$ cat config.mk
export PLATFORM = sky130hd
export DESIGN_NAME = control_fsm_flat
export DESIGN_NICKNAME = d
export VERILOG_FILES = /design/src/rtl/ctrl_pkg.sv /design/src/rtl/control_fsm_if.sv /design/src/rtl/control_decode.sv /design/src/rtl/control_fsm.sv /design/src/flat_wrapper.sv
export SDC_FILE = /design/constraint.sdc
export NUM_CORES = 1
export LEC_CHECK = 0
export CAP_MARGIN = 20
export CELL_PAD_IN_SITES_DETAIL_PLACEMENT = 0
export CELL_PAD_IN_SITES_GLOBAL_PLACEMENT = 1
export CORE_MARGIN = 2
export CORE_UTILIZATION = 30
export CTS_CLUSTER_SIZE = 30
export DETAILED_ROUTE_END_ITERATION = 12
export PLACE_DENSITY = 0.86
export SLEW_MARGIN = 20
export SYNTH_ARGS = -nofsm -noshare
export SYNTH_HDL_FRONTEND = slang
export SYNTH_SLANG_ARGS = --single-unit
$ cat constraint.sdc
create_clock -name CLK -period 1.7 [get_ports CLK]
set_clock_uncertainty 0.1 [all_clocks]
set_input_delay 0.17 -clock CLK [delete_from_list [all_inputs] [get_ports CLK]]
set_output_delay 0.17 -clock CLK [all_outputs]
set_load 0.01 [all_outputs]
$ cat src/rtl/ctrl_pkg.sv
// Shared control-path definitions: opcodes, FSM state encoding, ALU source/op codes.
// Used by the control FSM and by the ALU and Data stages.
package ctrl_pkg;

  localparam int unsigned DATA_W     = 16;
  localparam int unsigned REG_ADDR_W = 3;

  localparam logic [2:0] OP_3R  = 3'b000;
  localparam logic [2:0] OP_2RI = 3'b001;
  localparam logic [2:0] OP_RI  = 3'b010;
  localparam logic [2:0] OP_L   = 3'b011;
  localparam logic [2:0] OP_UJ  = 3'b100;
  localparam logic [2:0] OP_B   = 3'b101;

  typedef enum logic [3:0] {
    ST_FETCH,
    ST_DECODE,
    ST_EXEC_R,
    ST_EXEC_I,
    ST_MEM_ADDR,
    ST_MEM_READ,
    ST_MEM_WB,
    ST_MEM_WRITE,
    ST_ALU_WB,
    ST_BRANCH,
    ST_JUMP
  } state_e;

  typedef enum logic [2:0] {
    CLS_R,
    CLS_RI2,
    CLS_RI,
    CLS_L,
    CLS_UJ,
    CLS_B,
    CLS_ILL
  } opclass_e;

  localparam logic [1:0] SRC_A_PC   = 2'd0;
  localparam logic [1:0] SRC_A_REG  = 2'd1;
  localparam logic [1:0] SRC_A_ZERO = 2'd2;

  localparam logic [1:0] SRC_B_REG  = 2'd0;
  localparam logic [1:0] SRC_B_TWO  = 2'd1;
  localparam logic [1:0] SRC_B_IMM  = 2'd2;

  localparam logic [2:0] ALU_ADD    = 3'd0;
  localparam logic [2:0] ALU_SUB    = 3'd1;
  localparam logic [2:0] ALU_FUNCT  = 3'd2;

  function automatic opclass_e op_class(input logic [2:0] op);
    case (op)
      OP_3R:   return CLS_R;
      OP_2RI:  return CLS_RI2;
      OP_RI:   return CLS_RI;
      OP_L:    return CLS_L;
      OP_UJ:   return CLS_UJ;
      OP_B:    return CLS_B;
      default: return CLS_ILL;
    endcase
  endfunction

endpackage

$ cat src/rtl/control_fsm_if.sv
// Control-unit bus: memory handshake and ALU flag in, datapath/memory controls out.
// master = control unit, slave = datapath/memory side.
interface control_fsm_if;
  import ctrl_pkg::*;

  logic                  mem_ready;
  logic [DATA_W-1:0]     mem_rdata;
  logic                  alu_zero;

  logic [DATA_W-1:0]     ir;
  logic [REG_ADDR_W-1:0] input_reg_readA_address;
  logic [REG_ADDR_W-1:0] input_reg_readB_address;
  logic [REG_ADDR_W-1:0] input_reg_write_address;
  logic                  input_reg_write;
  logic                  memToReg;
  logic                  mem_read;
  logic                  mem_write;
  logic                  iord;
  logic                  ir_write;
  logic                  pc_write;
  logic                  pc_src;
  logic [1:0]            alu_src_a;
  logic [1:0]            alu_src_b;
  logic [2:0]            alu_op;
  logic                  illegal;

  modport master (
    input  mem_ready, mem_rdata, alu_zero,
    output ir, input_reg_readA_address, input_reg_readB_address,
           input_reg_write_address, input_reg_write, memToReg,
           mem_read, mem_write, iord, ir_write, pc_write, pc_src,
           alu_src_a, alu_src_b, alu_op, illegal
  );

  modport slave (
    output mem_ready, mem_rdata, alu_zero,
    input  ir, input_reg_readA_address, input_reg_readB_address,
           input_reg_write_address, input_reg_write, memToReg,
           mem_read, mem_write, iord, ir_write, pc_write, pc_src,
           alu_src_a, alu_src_b, alu_op, illegal
  );

endinterface

$ cat src/rtl/control_decode.sv
// Combinational IR decode: opcode class, illegal flag and register-file address fields.
// IR[6:4] (ALU funct body) is consumed by the ALU, not here.
module control_decode
  import ctrl_pkg::*;
(
  input  logic [15:7]           ir_regs,
  input  logic [3:0]            ir_op,
  output opclass_e              op_cls,
  output logic                  op_alt,
  output logic                  op_illegal,
  output logic [REG_ADDR_W-1:0] read_a_addr,
  output logic [REG_ADDR_W-1:0] read_b_addr,
  output logic [REG_ADDR_W-1:0] write_addr
);

  always_comb begin
    op_cls      = op_class(ir_op[2:0]);
    op_alt      = ir_op[3];
    op_illegal  = (op_cls == CLS_ILL);
    write_addr  = ir_regs[15:13];
    read_a_addr = ir_regs[12:10];
    read_b_addr = ir_regs[9:7];
    // B-type compares rd-field with rs1-field; sw stores the rd-field register
    if (op_cls == CLS_B) begin
      read_a_addr = ir_regs[15:13];
      read_b_addr = ir_regs[12:10];
    end else if (op_cls == CLS_L && op_alt) begin
      read_b_addr = ir_regs[15:13];
    end
  end

endmodule

$ cat src/rtl/control_fsm.sv
// Multi-cycle control unit + instruction register for the 16-bit processor.
// Optional CTRL_INSTRET_EN adds a retired-instruction counter port instret.
module control_fsm
  import ctrl_pkg::*;
(
  input  logic               CLK,
  input  logic               RST_N,
  control_fsm_if.master      bus
`ifdef CTRL_INSTRET_EN
  ,
  output logic [15:0]        instret
`endif
);

  state_e            state_q, state_d;
  logic [DATA_W-1:0] ir_q, ir_d;
  logic              illegal_q, illegal_d;

  opclass_e          op_cls;
  logic              op_alt;
  logic              op_illegal;

  control_decode u_decode (
    .ir_regs     (ir_q[15:7]),
    .ir_op       (ir_q[3:0]),
    .op_cls      (op_cls),
    .op_alt      (op_alt),
    .op_illegal  (op_illegal),
    .read_a_addr (bus.input_reg_readA_address),
    .read_b_addr (bus.input_reg_readB_address),
    .write_addr  (bus.input_reg_write_address)
  );

  always_comb begin
    state_d   = state_q;
    ir_d      = ir_q;
    illegal_d = illegal_q;
    case (state_q)
      ST_FETCH: begin
        if (bus.mem_ready) begin
          ir_d    = bus.mem_rdata;
          state_d = ST_DECODE;
        end
      end
      ST_DECODE: begin
        if (op_illegal) begin
          illegal_d = 1'b1;
          state_d   = ST_FETCH;
        end else begin
          case (op_cls)
            CLS_R:           state_d = ST_EXEC_R;
            CLS_RI2, CLS_RI: state_d = ST_EXEC_I;
            CLS_L:           state_d = ST_MEM_ADDR;
            CLS_B:           state_d = ST_BRANCH;
            CLS_UJ:          state_d = ST_JUMP;
            default:         state_d = ST_FETCH;
          endcase
        end
      end
      ST_EXEC_R, ST_EXEC_I: state_d = ST_ALU_WB;
      ST_MEM_ADDR:  state_d = op_alt ? ST_MEM_WRITE : ST_MEM_READ;
      ST_MEM_READ:  if (bus.mem_ready) state_d = ST_MEM_WB;
      ST_MEM_WRITE: if (bus.mem_ready) state_d = ST_FETCH;
      default:      state_d = ST_FETCH;
    endcase
  end

`ifdef CTRL_INSTRET_EN
  logic [15:0] instret_q, instret_d;

  always_comb begin
    instret_d = instret_q;
    if (state_q != ST_FETCH && state_d == ST_FETCH)
      instret_d = instret_q + 16'd1;
  end

  assign instret = instret_q;
`endif

  always_ff @(posedge CLK or negedge RST_N) begin
    if (!RST_N) begin
      state_q   <= ST_FETCH;
      ir_q      <= '0;
      illegal_q <= 1'b0;
`ifdef CTRL_INSTRET_EN
      instret_q <= '0;
`endif
    end else begin
      state_q   <= state_d;
      ir_q      <= ir_d;
      illegal_q <= illegal_d;
`ifdef CTRL_INSTRET_EN
      instret_q <= instret_d;
`endif
    end
  end

  assign bus.ir      = ir_q;
  assign bus.illegal = illegal_q;

  // Write strobes are gated by RST_N so an abandoned instruction commits nothing
  always_comb begin
    bus.input_reg_write = 1'b0;
    bus.memToReg        = 1'b0;
    bus.mem_read        = 1'b0;
    bus.mem_write       = 1'b0;
    bus.iord            = 1'b0;
    bus.ir_write        = 1'b0;
    bus.pc_write        = 1'b0;
    bus.pc_src          = 1'b0;
    bus.alu_src_a       = SRC_A_PC;
    bus.alu_src_b       = SRC_B_REG;
    bus.alu_op          = ALU_ADD;
    case (state_q)
      ST_FETCH: begin
        bus.mem_read  = 1'b1;
        bus.alu_src_b = SRC_B_TWO;
        bus.ir_write  = bus.mem_ready & RST_N;
        bus.pc_write  = bus.mem_ready & RST_N;
      end
      ST_DECODE: bus.alu_src_b = SRC_B_IMM;
      ST_EXEC_R: begin
        bus.alu_src_a = SRC_A_REG;
        bus.alu_op    = ALU_FUNCT;
      end
      ST_EXEC_I: begin
        bus.alu_src_a = (op_cls == CLS_RI) ? SRC_A_ZERO : SRC_A_REG;
        bus.alu_src_b = SRC_B_IMM;
      end
      ST_MEM_ADDR: begin
        bus.alu_src_a = SRC_A_REG;
        bus.alu_src_b = SRC_B_IMM;
      end
      ST_MEM_READ: begin
        bus.mem_read = 1'b1;
        bus.iord     = 1'b1;
      end
      ST_MEM_WRITE: begin
        bus.mem_write = RST_N;
        bus.iord      = 1'b1;
      end
      ST_MEM_WB: begin
        bus.input_reg_write = RST_N;
        bus.memToReg        = 1'b1;
      end
      ST_ALU_WB: bus.input_reg_write = RST_N;
      ST_BRANCH: begin
        bus.alu_src_a = SRC_A_REG;
        bus.alu_op    = ALU_SUB;
        bus.pc_src    = 1'b1;
        bus.pc_write  = (bus.alu_zero ^ op_alt) & RST_N;
      end
      ST_JUMP: begin
        bus.pc_src   = 1'b1;
        bus.pc_write = RST_N;
      end
      default: ;
    endcase
  end

endmodule

$ cat src/flat_wrapper.sv
// flat-port wrapper written by rule: the top's interface ports become plain ports
module control_fsm_flat import ctrl_pkg::*;
  (CLK, RST_N, bus_mem_ready, bus_mem_rdata, bus_alu_zero, bus_ir, bus_input_reg_readA_address, bus_input_reg_readB_address, bus_input_reg_write_address, bus_input_reg_write, bus_memToReg, bus_mem_read, bus_mem_write, bus_iord, bus_ir_write, bus_pc_write, bus_pc_src, bus_alu_src_a, bus_alu_src_b, bus_alu_op, bus_illegal);
  control_fsm_if bus_i ();
  input  logic CLK;
  input  logic RST_N;
  input wire logic [$bits(bus_i.mem_ready)-1:0] bus_mem_ready;
  input wire logic [$bits(bus_i.mem_rdata)-1:0] bus_mem_rdata;
  input wire logic [$bits(bus_i.alu_zero)-1:0] bus_alu_zero;
  output wire logic [$bits(bus_i.ir)-1:0] bus_ir;
  output wire logic [$bits(bus_i.input_reg_readA_address)-1:0] bus_input_reg_readA_address;
  output wire logic [$bits(bus_i.input_reg_readB_address)-1:0] bus_input_reg_readB_address;
  output wire logic [$bits(bus_i.input_reg_write_address)-1:0] bus_input_reg_write_address;
  output wire logic [$bits(bus_i.input_reg_write)-1:0] bus_input_reg_write;
  output wire logic [$bits(bus_i.memToReg)-1:0] bus_memToReg;
  output wire logic [$bits(bus_i.mem_read)-1:0] bus_mem_read;
  output wire logic [$bits(bus_i.mem_write)-1:0] bus_mem_write;
  output wire logic [$bits(bus_i.iord)-1:0] bus_iord;
  output wire logic [$bits(bus_i.ir_write)-1:0] bus_ir_write;
  output wire logic [$bits(bus_i.pc_write)-1:0] bus_pc_write;
  output wire logic [$bits(bus_i.pc_src)-1:0] bus_pc_src;
  output wire logic [$bits(bus_i.alu_src_a)-1:0] bus_alu_src_a;
  output wire logic [$bits(bus_i.alu_src_b)-1:0] bus_alu_src_b;
  output wire logic [$bits(bus_i.alu_op)-1:0] bus_alu_op;
  output wire logic [$bits(bus_i.illegal)-1:0] bus_illegal;
  assign bus_i.mem_ready = bus_mem_ready;
  assign bus_i.mem_rdata = bus_mem_rdata;
  assign bus_i.alu_zero = bus_alu_zero;
  assign bus_ir = bus_i.ir;
  assign bus_input_reg_readA_address = bus_i.input_reg_readA_address;
  assign bus_input_reg_readB_address = bus_i.input_reg_readB_address;
  assign bus_input_reg_write_address = bus_i.input_reg_write_address;
  assign bus_input_reg_write = bus_i.input_reg_write;
  assign bus_memToReg = bus_i.memToReg;
  assign bus_mem_read = bus_i.mem_read;
  assign bus_mem_write = bus_i.mem_write;
  assign bus_iord = bus_i.iord;
  assign bus_ir_write = bus_i.ir_write;
  assign bus_pc_write = bus_i.pc_write;
  assign bus_pc_src = bus_i.pc_src;
  assign bus_alu_src_a = bus_i.alu_src_a;
  assign bus_alu_src_b = bus_i.alu_src_b;
  assign bus_alu_op = bus_i.alu_op;
  assign bus_illegal = bus_i.illegal;
  control_fsm u_core (.CLK(CLK), .RST_N(RST_N), .bus(bus_i));
endmodule
# After elaboration in Yosys (flattened, before gate mapping)
# Cells that the tools add are included.
[totals]
output_inout_bits = 41
reg_bits = 21
in_bits = 20
[classes]
n_reduce_logical = 15
bitwise = 3
mux = 23
n_eq_ne = 24
[op_table]
columns = ["op", "count"]
rows = [
  ["$pmux 4 s6", 1],
  ["$pmux 4 s5", 1],
  ["$pmux 3 s6", 1],
  ["$eq 4x3->1 const B", 4],
  ["$mux 4", 4],
  ["$eq 3x3->1 const B", 5],
  ["$eq 3x2->1 const B", 4],
  ["$eq 4x4->1 const B", 3],
  ["$pmux 2 s2", 3],
  ["$reduce_or 2->1", 6],
  ["$mux 3", 3],
  ["$eq 4x2->1 const B", 2],
  ["$mux 1", 7],
  ["$eq 3x1->1 const B", 2],
  ["$logic_not 3->1", 2],
  ["$ne 2x2->1 const B", 3],
  ["$reduce_or 3->1", 2],
  ["$eq 4x1->1 const B", 1],
  ["$logic_not 4->1", 1],
  ["$mux 2", 2],
  ["$reduce_and 2->1", 2],
  ["$pmux 1 s3", 1],
  ["$reduce_and 3->1", 1],
  ["$and 1x1->1", 2],
  ["other kinds (2)", 2],
]

# Depth between registers and ports, before layout
[depth]
word_depth = 7
mapped_depth = 5
depth_no_buf = 3

# Hierarchy
# From an unflattened synthesis, not the netlist that was laid out.
[hier_totals]
hier_cells = 127
area_unflattened_um2 = 1381.3
[modules_own_cells]
columns = ["mod", "cells_per_inst", "area_each_um2", "instances"]
rows = [
  ["control_fsm", 105, 1183.6, 1],
  ["control_decode", 22, 197.7, 1],
]

# Worst setup path before layout
# OpenSTA, ideal clock, no wires.
[synth_path]
kind = "register -> output"
startpoint = "register u_core.state_q[1]"
endpoint = "output bus_pc_write"
required_time_ns = 1.430
arrival_ns = 1.406
n_path_buf = 2
stages_incl_launch_ff = 6
path_slack_ns = 0.024
cell_sequence = "dfrtp_1 -> buf_2 -> buf_1 -> nor3b_1 -> a21oi_1 -> o32ai_1"
[synth_between]
elab_chain_len = 2
word_cells_on_any_way = 4
[synth_lines]
columns = ["item", "line", "source"]
rows = [
  ["start, declared", "control_fsm.sv:15", "state_e state_q, state_d;"],
  ["start signal, assigned", "control_fsm.sv:89", "state_q <= state_d;"],
  ["$eq 4x4->1 or $logic_not 4->1 (tied branches)", "control_fsm.sv:114", "case (state_q)"],
  ["$pmux 1 s3 (*)", "control_fsm.sv:114", ""],
  ["end, declared", "flat_wrapper.sv:20", "output wire logic [$bits(bus_i.pc_write)-1:0] bus_pc_write;"],
]
# Every way passes the cells marked *; elsewhere a longest branch is shown, timed or not.

# Worst setup path after layout
[layout_path]
startpoint = "register u_core.state_q[1]"
endpoint = "register u_core.ir_q[13], in the netlist u_core.bus.ir[13]"
[layout_between]
elab_chain_len = 2
[layout_lines]
columns = ["item", "line", "source"]
rows = [
  ["$logic_not 4->1", "control_fsm.sv:38", "case (state_q)"],
  ["$reduce_and 2->1 (no source line)", "n/a", ""],
  ["end signal, assigned", "control_fsm.sv:90", "ir_q <= ir_d;"],
  ["end, declared", "control_fsm.sv:16", "logic [DATA_W-1:0] ir_q, ir_d;"],
]
# No other way between the ends.
# A chain may end at the register's enable or synchronous reset.

==> summary.txt <==
status - finished with violations
failing checks - negative setup slack
startpoint type of the worst setup path - flop
Initial DRC Count - 56
Pleak - 1.22 nW
Pre-antenna DRT Iters - 4
worst min path class - in -> async
Final Hold Fails - 0
share of cells above drive strength 1 - 0.509
hold_ws - 0.176 ns
placed wire-length estimate - 2770 µm
Post-CTS Hold Fix Bufs - 0
Slowest-stage cell, CP - dfrtp_1
final setup fails - 25
crit path from - u_core.state_q[1]
Setup WS post-layout - -0.201 ns
FF-to-FF Start - u_core.state_q[1]
post-synthesis sequential area ratio - 0.390
post-route core utilization - 0.576
fin. max-slew vios - 0
CP Max Fanout - 8
met3 wire len - 199 µm
global-route wire length before repair - 6330 µm
worst path arrival time - 1.95 ns
clock latency on the worst-skew pair - 0.26 ns
number of global-route vias before repair - 1,327
Worst-path clk slew - 0.08 ns
Post-Route Setup TNS - -3.01 ns
family with the most delay on the worst path - buffers and inverters
starting density of the core - 0.309
# diodes - 0
Clock Sinks - 21
WL/cell - 14.1 µm
maximum vdd drop - 0.785 mV
number of top-level pins - 61
Detail Route Antenna Nets - 0
Die Wd - 71.0 µm
Crit path largest cell delay - 0.40 ns
synth warn - 0
Setup WS pre-CTS - -0.374 ns
initial antenna violation count - 0
Num CTS Buffers - 3
met2 wire length - 2130 µm
drc violations - 0
critical setup path kind - reg -> reg
GR Util All Layers - 0.157
Critical Path Most Common Cell - buf_6
RSZ-0062 raised after global routing - yes
Bufs on Longest Clock Path - 2
pin count of the biggest net entering global routing - 15
total gr overflow - 0
TritonCTS clock tree - done
I/O Buffers - 59
Layout area overhead - 86.1%
GPL Wtd Cong - 0.796
Netlist cell types - 39
Worst setup EP type - flop
Post-Syn Instances - 128
nets@finish - 255
period utilisation layout - 1.12
Synth Cell Area - 1350 µm²
Peak Freq - 0.526 GHz
max cap viols - 0
H-tree depth - 1
met1 wire length - 1690 µm
Die ar. - 5040 µm²
vias post-DR - 1,362
Final min period - 1.90 ns
CP Cell Sequence - buf_6, nor4_4, buf_4, buf_6, nand2_4, bufbuf_16, mux2_4
Syn Area/Cell - 10.5 µm²
Buf+Inv Stages, Crit Path - 4
clock root buffer - clkbuf_8
drt via density - 4.76
Pwr per Cell Area - 1910 nW/µm²
Total Wirelength - 4030 µm
area of the core - 4350 µm²
Yosys reg bits - 21
Synthesized Nets - 148
DIE HEIGHT - 71.0 µm
# rows - 24
uppermost layer routed - met4
Critical Path RT - 1.75 ns
[cell type report]
cell class                 count  area [µm²]
clock buffer                   3        41.3
clock inverter                 1        5.00
fill                         390        1850
inverter                       4        15.0
multi-input combinational     88         823
sequential                    21         527
tap                           52        65.1
timing repair buffer         117        1030
[report_power, final]
group	internal (mW)	switching (mW)	total, mW
clock network	0.163	0.150	0.313
registers	0.747	0.214	0.961
logic	2.16	1.36	3.52
total	3.07	1.73	4.79
[final timing paths]
check                                           to  depth (start not counted)  slack [ns]
min in group CLK                u_core.bus.illegal                          1        0.40
worst min-delay path              u_core.bus.ir[9]                          2        0.18
worst min register to register  u_core.bus.illegal                          1        0.40
worst max-delay path             u_core.bus.ir[13]                          7       -0.20
max in group asynchronous        u_core.bus.ir[12]                          2        1.11
worst max register to register   u_core.bus.ir[13]                          7       -0.20
[what timing repair did]
action,4_1_cts,5_1_grt
pin swaps,12,8
setup endpoints to repair,36,37
cloned,2,0
resized for setup,103,18
buffers inserted,20,4
[layout by cell type, fill, tap and decap left out, types with 3 or more instances in the layout]
| cell type | instances |
|---|---|
| nor3_1 | 4 |
| dfrtp_1 | 20 |
| buf_2 | 17 |
| nor2b_1 | 3 |
| clkbuf_8 | 3 |
| buf_6 | 17 |
| mux2_2 | 10 |
| mux2_4 | 10 |
| buf_4 | 42 |
| a31oi_1 | 3 |
| or3_1 | 3 |
| nand2b_1 | 3 |
| mux2i_1 | 3 |
| inv_1 | 4 |
| a21oi_1 | 7 |
| nand2b_4 | 3 |
| clkdlybuf4s50_1 | 36 |
| nor2_1 | 5 |
| dlymetal6s2s_1 | 3 |
[cell usage after synthesis]
cell       n  area [µm²]
xor2_1     2        17.5
nor2b_1    4        25.0
xnor2_1    1        8.76
o221a_2    1        11.3
nor4_4     1        21.3
nand2b_1   6        37.5
mux2_4     9         135
a21o_1     1        7.51
a21oi_1    8        40.0
a21boi_0   1        7.51
a41o_1     1        10.0
or3_1      3        18.8
o311a_1    1        10.0
maj3_1     1        10.0
inv_1      4        15.0
dfrtp_1   21         526
clkbuf_1   5        18.8
o21a_1     1        7.51
nand3b_1   2        15.0
mux2_2    11         124
nor4_1     1        6.26
o32ai_1    1        8.76
nand2_4    1        11.3
conb_1     1        3.75
buf_2      3        15.0
buf_1      1        3.75
nor3b_1    2        15.0
a31oi_1    3        18.8
nor3_1     5        25.0
buf_4      5        37.5
buf_6      1        11.3
mux2i_1    3        30.0
nor2_1     8        30.0
o22ai_1    1        6.26
o211ai_1   1        7.51
nand4b_1   2        17.5
and2_1     1        6.26
and4_1     2        17.5
nand3_1    2        10.0
[flip-flops by register name (all words and copies together) (netlist names)]
register and count:
u_core.bus.ir 16, u_core.state_q 4, u_core.bus.illegal 1
[worst register-to-register path, cell delays in order (launching register included)]
cell and delay (ns):
dfrtp_1 0.40, buf_6 0.13, nor4_4 0.30, buf_4 0.17, buf_6 0.09, nand2_4 0.05
bufbuf_16 0.28, mux2_4 0.29
[metal layers]
metal	global-route usage	vias up
li1	-	663
met5	0	-
met4	0.0189	0
met3	0.0385	2
met1	0.186	665
met2	0.296	32
[logic make-up (layout without fill, tap and decap cells)]
logic type	count (synthesis)	count (layout)	synth area share
compound gates	20	20	0.100
flops	21	21	0.390
buf+inv	19	125	0.0752
xor+xnor	3	3	0.0195
simple gates	40	40	0.190
other cells	1	1	0.00278
fa+ha+maj	1	1	0.00743
mux	23	23	0.214
[stage by stage]
stage,cell area [µm²],power (mW),std cells
after floorplan,1350,2.42,128
after global placement,2200,3.97,260
after detailed placement,2200,4.00,260
after CTS,2450,4.68,284
after global routing,2510,5.09,286
final,2510,4.79,286
(Power assumes the default switching activity.)
